<file path="src/rtl/tx_interp_chain.sv">
// tx_interp_chain: transmit interpolation chain.
// 2-bit Gray symbols are mapped to 4-ASK levels and zero-stuffed 4x at sam_clk
// (stage0). Two identical 7-tap half-band filters then interpolate 2x at
// clk_int (stage1) and 2x at clk (stage2). Each half-band has a DC gain of 2.
//
// Timing:
//   - A symbol is loaded into s0 at clk edge t (sym_clk & sam_clk).
//   - It enters stage1 x0 at t+4, the next clk_int edge that also carries
//     sam_clk. The clk_int edge at t+2 shifts in a stuffed zero.
//   - An impulse (test_mode) reaches its centre peak on data_out right after
//     the clk edge at t+18. This offset is fixed.
//
// Filter arithmetic:
//   - stage0 carries up to +/-3*LEVEL, which needs 20 bits.
//   - The half-band accumulator is therefore 26 bits wide and cannot overflow.
//   - Results are the floor of sum/16, then clamped (SAT_EN=1) or wrapped
//     (SAT_EN=0) to 18 bits.
//
// Impulse mode: the impulse-done flag is set only when an impulse is actually
// injected, so enabling test_mode later in a run injects one impulse at the
// next symbol instant.
module tx_interp_chain #(
  parameter logic signed [17:0] LEVEL  = 18'sd8192,
  parameter bit                 SAT_EN = 1'b1
) (
  input  logic               clk,
  input  logic               reset,
  input  logic               sym_clk,
  input  logic               sam_clk,
  input  logic               clk_int,
  input  logic [1:0]         sym_in,
  input  logic               test_mode,
  output logic signed [17:0] data_out,
  output logic signed [17:0] stage1_out,
  output logic               align_err
);

  localparam int TW = 20;
  localparam int SW = 26;
  localparam logic signed [TW-1:0] LVL_A  = {{2{LEVEL[17]}}, LEVEL};
  localparam logic signed [TW-1:0] LVL_3A = LVL_A + LVL_A + LVL_A;
  localparam logic signed [SW-1:0] SAT_HI = 26'sd131071;
  localparam logic signed [SW-1:0] SAT_LO = -26'sd131072;

  // Sign-extend an 18-bit sample to the filter tap width.
  function automatic logic signed [TW-1:0] widen(input logic signed [17:0] v);
    widen = {{2{v[17]}}, v};
  endfunction

  // Half-band kernel -1,0,9,16,9,0,-1, scaled by 1/16 with floor rounding.
  function automatic logic signed [17:0] hb_filter(
    input logic signed [TW-1:0] x0,
    input logic signed [TW-1:0] x2,
    input logic signed [TW-1:0] x3,
    input logic signed [TW-1:0] x4,
    input logic signed [TW-1:0] x6
  );
    logic signed [SW-1:0] e0, e2, e3, e4, e6, sum, res;
    e0  = {{(SW-TW){x0[TW-1]}}, x0};
    e2  = {{(SW-TW){x2[TW-1]}}, x2};
    e3  = {{(SW-TW){x3[TW-1]}}, x3};
    e4  = {{(SW-TW){x4[TW-1]}}, x4};
    e6  = {{(SW-TW){x6[TW-1]}}, x6};
    sum = (e2 <<< 3) + e2 + (e3 <<< 4) + (e4 <<< 3) + e4 - e0 - e6;
    res = sum >>> 4;
    if (SAT_EN) begin
      if (res > SAT_HI) begin
        hb_filter = 18'sd131071;
      end else if (res < SAT_LO) begin
        hb_filter = 18'sh20000;
      end else begin
        hb_filter = res[17:0];
      end
    end else begin
      hb_filter = res[17:0];
    end
  endfunction

  logic                    sym_ok_s;
  logic signed [TW-1:0]    mapped_s;
  logic signed [TW-1:0]    load_val_s;
  logic signed [17:0]      hb1_s;
  logic signed [17:0]      hb2_s;
  logic signed [TW-1:0]    s0_r;
  logic                    imp_done_r;
  logic signed [TW-1:0]    taps1_r [7];
  logic signed [17:0]      taps2_r [7];

  // Symbol mapping, impulse selection and both half-band results.
  always_comb begin
    sym_ok_s = sym_clk & sam_clk;
    case (sym_in)
      2'b00:   mapped_s = -LVL_3A;
      2'b01:   mapped_s = -LVL_A;
      2'b11:   mapped_s = LVL_A;
      2'b10:   mapped_s = LVL_3A;
      default: mapped_s = {TW{1'b0}};
    endcase
    if (test_mode) begin
      if (imp_done_r) begin
        load_val_s = {TW{1'b0}};
      end else begin
        load_val_s = LVL_A;
      end
    end else begin
      load_val_s = mapped_s;
    end
    hb1_s = hb_filter(taps1_r[0], taps1_r[2], taps1_r[3], taps1_r[4], taps1_r[6]);
    hb2_s = hb_filter(widen(taps2_r[0]), widen(taps2_r[2]), widen(taps2_r[3]),
                      widen(taps2_r[4]), widen(taps2_r[6]));
  end

  // Stage0: 4x zero-stuff at sam_clk and the one-shot impulse flag.
  always_ff @(posedge clk or negedge reset) begin
    if (!reset) begin
      s0_r       <= {TW{1'b0}};
      imp_done_r <= 1'b0;
    end else begin
      if (sam_clk) begin
        if (sym_ok_s) begin
          s0_r <= load_val_s;
        end else begin
          s0_r <= {TW{1'b0}};
        end
      end
      if (sym_ok_s && test_mode) begin
        imp_done_r <= 1'b1;
      end
    end
  end

  // Stage1: filter the current taps, then shift in the 2x-stuffed stage0 sample.
  always_ff @(posedge clk or negedge reset) begin
    if (!reset) begin
      stage1_out <= 18'sd0;
      for (int k = 0; k < 7; k++) taps1_r[k] <= {TW{1'b0}};
    end else if (clk_int) begin
      stage1_out <= hb1_s;
      taps1_r[0] <= sam_clk ? s0_r : {TW{1'b0}};
      for (int k = 1; k < 7; k++) taps1_r[k] <= taps1_r[k-1];
    end
  end

  // Stage2: filter every clk, then shift in the 2x-stuffed stage1 sample.
  always_ff @(posedge clk or negedge reset) begin
    if (!reset) begin
      data_out <= 18'sd0;
      for (int k = 0; k < 7; k++) taps2_r[k] <= 18'sd0;
    end else begin
      data_out   <= hb2_s;
      taps2_r[0] <= clk_int ? stage1_out : 18'sd0;
      for (int k = 1; k < 7; k++) taps2_r[k] <= taps2_r[k-1];
    end
  end

  // Sticky flag for enables that do not nest sym_clk within sam_clk within clk_int.
  always_ff @(posedge clk or negedge reset) begin
    if (!reset) begin
      align_err <= 1'b0;
    end else if ((sym_clk & ~sam_clk) | (sam_clk & ~clk_int)) begin
      align_err <= 1'b1;
    end
  end

endmodule

</file>
<file path="config.mk">
export PLATFORM = sky130hd
export DESIGN_NAME = tx_interp_chain
export DESIGN_NICKNAME = d
export VERILOG_FILES = /design/src/rtl/tx_interp_chain.sv
export SDC_FILE = /design/constraint.sdc
export NUM_CORES = 1
export LEC_CHECK = 0
export ABC_AREA = 1
export CAP_MARGIN = 0
export CORE_MARGIN = 1
export CORE_UTILIZATION = 25
export CTS_CLUSTER_SIZE = 30
export DETAILED_ROUTE_END_ITERATION = 8
export GPL_TIMING_DRIVEN = 1
export PLACE_DENSITY_LB_ADDON = 0.08
export SLEW_MARGIN = 0
export SYNTH_ARGS = -nofsm -noshare
export SYNTH_HDL_FRONTEND = slang
export SYNTH_SLANG_ARGS = --single-unit
</file>
<file path="constraint.sdc">
create_clock -name clk -period 4.5 [get_ports clk]
set_clock_uncertainty 0.05 [all_clocks]
set_input_delay 0.675 -clock clk [delete_from_list [all_inputs] [get_ports clk]]
set_output_delay 0.675 -clock clk [all_outputs]
set_load 0.05 [all_outputs]
</file>
== Word level (Yosys, flattened, before mapping) ==
Cells that the tools add are included.
Cells by class
  $add $sub $neg: 12
  $lt $le $gt $ge: 4
  equal/unequal tests: 3
  multiplexer cells: 10
  bitwise logic cells: 6
  reductions and logical operators: 2
Operators by type and width (number)
  18-bit 2-to-1 mux: 5
  20-bit one-hot mux with 4 select lines: 1
  20-bit 2-to-1 mux: 3
  26-bit by 20-bit subtractor with 26-bit output: 2
  22-bit by 18-bit > comparator with 1-bit output, second input constant: 2
  22-bit by 18-bit < comparator with 1-bit output, second input constant: 2
  25-bit by 23-bit adder with 26-bit output: 1
  26-bit by 20-bit adder with 26-bit output: 1
  25-bit by 18-bit subtractor with 26-bit output: 1
  26-bit by 18-bit subtractor with 26-bit output: 1
  24-bit by 18-bit adder with 25-bit output: 1
  24-bit by 24-bit adder with 25-bit output: 1
  23-bit by 20-bit adder with 24-bit output: 1
  23-bit by 21-bit adder with 24-bit output: 1
  22-bit by 22-bit adder with 23-bit output: 1
  21-bit by 18-bit adder with 22-bit output: 1
  14-bit 2-to-1 mux: 1
  2-bit == test, second input constant: 2
  1-bit bitwise AND: 3
  2-bit by 1-bit == test with 1-bit output, second input constant: 1
  2-bit logical NOT: 1
  1-bit NOT: 2
  1-bit logical AND: 1
  1-bit OR: 1
Storage, ports and cells
  register bits: 324
  input port bits: 8
  output and inout port bits: 37
  word-level logic and storage cells: 56

== Longest topological paths before layout ==
  depth after elaboration: 9
  mapped depth: 32
  mapped depth without buffers: 30

== Least setup slack after synthesis ==
No wires, ideal clock.
  path type: register -> register
  from: register taps2_r[80] (netlist bit)
  to: register data_out[12]
  library setup time: 115 ps
  arrival: 4259 ps
  data required time: 4335 ps
  setup slack: 76 ps
  cell stages (with the launch flop): 23
  period minus slack after synthesis: 4424 ps
  path through: dfrtp_1 > inv_1 > fa_1 > inv_1 > fa_1 > inv_1 > fa_1 > fa_1 > inv_1 > ha_1 > nand2_2 > inv_2 > a21oi_1 > nor2_1 > nor2_2 > o21ai_2 > nand2_1 > nand3b_2 > nand2_4 > inv_2 > nand2_4 > buf_12 > nand2_2
Between the ends
  longest elaborated chain between the ends: 9
  elaborated cells between the ends (all ways): 10
  those cells by class: add/sub: 6; order compare: 2; mux: 2
RTL lines
  start: declaration: line 87  | logic signed [17:0] taps2_r [7];
  21-bit by 18-bit adder with 22-bit output *: line 64  | sum = (e2 <<< 3) + e2 + (e3 <<< 4) + (e4 <<< 3) + e4 - e0 - e6;
  22-bit by 22-bit adder with 23-bit output *: line 64
  23-bit by 21-bit adder with 24-bit output *: line 64
  24-bit by 18-bit adder with 25-bit output *: line 64
  25-bit by 18-bit subtractor with 26-bit output *: line 64
  26-bit by 18-bit subtractor with 26-bit output *: line 64
  22-bit by 18-bit < comparator with 1-bit output: line 69  | end else if (res < SAT_LO) begin
  18-bit 2-to-1 mux: line 69
  18-bit 2-to-1 mux *: line 67  | if (res > SAT_HI) begin
  via hb2_s[12]: line 83  | logic signed [17:0] hb2_s;
  end signal: assignment: line 150  | data_out <= hb2_s;
  end: declaration: line 33  | output logic signed [17:0] data_out,
The timed path passes the listed nets; every way through them passes the cells marked *.
A chain may end at the register's enable or synchronous reset.

== Worst setup path in the final report ==
  from: register taps2_r[44] (netlist bit)
  to: register data_out[6]
Between the ends
  longest elaborated chain between the ends: 7
  elaborated cells between the ends (all ways): 8
  those cells by class: add/sub: 4; order compare: 2; mux: 2
RTL lines (line)
  23-bit by 21-bit adder with 24-bit output: 64
  24-bit by 18-bit adder with 25-bit output *: 64
  25-bit by 18-bit subtractor with 26-bit output *: 64
  26-bit by 18-bit subtractor with 26-bit output *: 64
  22-bit by 18-bit < comparator with 1-bit output: 69
  18-bit 2-to-1 mux: 69
  18-bit 2-to-1 mux *: 67
  via hb2_s[6]: 83
Marked as above.

==> results.json <==
{
  "grt_pass1_wl_um": 36300,
  "critical_path_class": "flop to flop",
  "avgSynthCellArea_um2": 9.05,
  "cp.arrival_ps": 4650,
  "cts_max_path_buffers": 2,
  "status": "completed",
  "antenna_cells": 0,
  "routed-wl-met2_um": 10500,
  "firstDrtPassIters": 4,
  "dieHeight_um": 194,
  "synth_cell_types": 34,
  "grt_usage_pct": 12.3,
  "port_buffers": 44,
  "yosysWarnings": 0,
  "synth_cells": 1015,
  "place.gp.congestion": 0.744,
  "cp_max_fo": 5,
  "synth_largest_area_cell": "dfrtp_1",
  "cp-start-kind": "flop",
  "via_per_inst": 4.01,
  "totalWireLength_um": 21500,
  "grt_max_degree": 62,
  "drc": 0,
  "cap_violations": 0,
  "grt_overflow_total": 0,
  "syn-cell-area_mm2": 0.00918,
  "ys_top_cells_by_area": "dfrtp_1 34%, fa_1 21%, inv_1 10%",
  "max_freq_mhz": 230,
  "rsz0062_at_grt": "yes",
  "min_path_type": "input pin to async pin",
  "hpwl_um": 17000,
  "post-route-min-period_ps": 4340,
  "nets": 1323,
  "vias": 6521,
  "top_layer": "met4",
  "stdcell_count": 1626,
  "cts_sinks": 124,
  "worst_slew_pin_slew_ps": 1050,
  "ant_nets": 0,
  "drive_gt1_share_pct": 26.4,
  "cp_data_required_time_ps": 4810,
  "cpMostUsedCell": "ha_4",
  "die_w_um": 194,
  "cts.clk_slew.worst_paths_ps": 60,
  "synth_nets": 1186,
  "io_pins": 45,
  "crit_slowest_cell": "fa_2",
  "num_rows": 69,
  "period_share_pct": 96.4,
  "yosysSeqAreaShare_pct": 33.8,
  "drt_iter0_drc": 266,
  "wl_met1_um": 10400,
  "avgRoutedWirePerCell_um": 13.2,
  "start_util_pct": 25.6,
  "placed_cells": 1579,
  "htreeDepth": 4,
  "hold_viol_final": 0,
  "grt_pass1_vias": 7016,
  "dr_wl_met3_um": 373,
  "ys_ff_latch": 124,
  "drv_slew": 0,
  "clk_latency_ps": 420,
  "slew_headroom_pct": 30.2,
  "core-area_mm2": 0.0358,
  "cts_buffers": 17,
  "finalSetupViolCount": 0,
  "ctsRootBufferMaster": "clkbuf_16",
  "synth_top_area_share_pct": 33.8,
  "worst_setup_path_end_kind": "flop",
  "tritoncts": "yes",
  "n_fill_cell": 3723,
  "max_stage_delay_ps": 650,
  "antenna_found_initial": 0,
  "die_area_mm2": 0.0375,
  "area_growth_pct": 32.2
}
-- cells in the final DEF, fill, tap and decap left out, drive strengths merged --
cell type / count
inv: 253
nand4: 10
clkinv: 5
nand3: 35
o22ai: 4
fa: 97
nand2: 261
a21o: 4
buf: 90
xnor2: 20
nor3: 1
clkdlybuf4s50: 43
o21bai: 5
xor2: 14
nor2: 49
ha: 66
dfrtp: 124
o31ai: 1
bufinv: 3
and2: 1
clkbuf: 19
nand3b: 2
or2: 2
o21ai: 26
a21oi: 27
clkinvlp: 3
-- cells by family (layout without fill, tap and decap cells) --
kind of cell / count (synthesis) / after routing / share of synthesized area [%]
AOI/OAI and AO/OA: 67 / 67 / 4.14
xor gates and xnor gates: 34 / 34 / 3.24
adders and majority gates: 163 / 163 / 30.1
buffers and inverters: 269 / 416 / 11.8
DFF: 124 / 124 / 33.8
and+or+nand+nor: 358 / 361 / 16.9
-- flip-flops by register name (all words and copies together), names as in the netlist --
signal	count
taps1_r	21
stage1_out	10
s0_r	3
taps2_r	70
imp_done_r	1
align_err	1
data_out	18
-- routing by layer --
layer	vias up	track usage, %
met4	0	2.76
met2	51	20.9
li1	3287	-
met5	-	0
met1	3171	16.2
met3	12	2.14
-- metrics by stage --
stage | setup slack [ps] | TNS (ps) | utilization [%] | area, µm² | hold WS, ps
final | 161 | 0 | 33.9 | 12100 | 64.7
after global routing | -76.0 | -1180 | 33.9 | 12100 | 62.1
after CTS | 6.68 | 0 | 31.6 | 11300 | 50.3
after detailed placement | -134 | -1880 | 29.7 | 10600 | 286
after global placement | -98.3 | -1490 | 29.7 | 10600 | 282
after floorplan | 75.8 | 0 | - | 9180 | 281
-- worst paths after layout --
kind	slack, ps	cells after the start	to	from
worst max-delay path	160	25	data_out[6]	taps2_r[44]
worst min-delay path	60	1	stage1_out[8]	reset
worst max register to register	160	25	data_out[6]	taps2_r[44]
worst min register to register	290	0	taps2_r[14]	taps2_r[32]
max in group asynchronous	3210	2	taps2_r[52]	reset
min in group clk	290	0	taps2_r[14]	taps2_r[32]
-- worst max-delay path, delay by kind of cell, from the launching register on --
family                   cells  cell delay (ps)
adder cells (fa/ha/maj)      5             1460
XOR/XNOR                     4              630
AO/OA/AOI/OAI                3              620
AND/OR/NAND/NOR              7              600
buffers and inverters        6              510
flip-flops                   1              400
-- cell type report --
cell class                      instances  area [µm²]  area share [%]
Multi-Input combinational cell        625        5780            47.6
Inverter                              251         947            7.80
Clock buffer                           19         433            3.57
Tap cell                              461         577            4.75
Sequential cell                       124        3110            25.6
Clock inverter                         13         166            1.37
Timing Repair Buffer                  133        1120            9.24
-- synthesized netlist by cell type --
cell type / count
ha_1: 66
nand2_2: 28
o22ai_1: 4
nand4_1: 10
o21ai_0: 23
nor3_2: 1
o31ai_1: 1
inv_2: 6
and2_1: 1
nand3_1: 34
nor2_2: 4
a21oi_1: 25
dfrtp_1: 124
buf_4: 8
buf_12: 2
xnor2_1: 20
inv_1: 245
nand2_4: 3
fa_1: 97
nand2_1: 227
a21oi_2: 2
xor2_1: 14
nand3b_1: 1
o21ai_2: 2
or2_2: 2
o21ai_1: 1
o21bai_1: 5
buf_6: 1
nor2_1: 44
a21o_1: 4
nand3_2: 1
nand3b_2: 1
clkbuf_1: 7
nor2_4: 1
-- what timing repair did --
action,4_1_cts,5_1_grt
resized for setup,13,169
gates cloned,2,1
endpoints found under the setup margin,17,28
hold buffers,0,0
pin swaps,5,69
buffers inserted,1,12
Power is not shown: default switching activity piles up to over one toggle a cycle in this logic, so the estimate is an artifact.
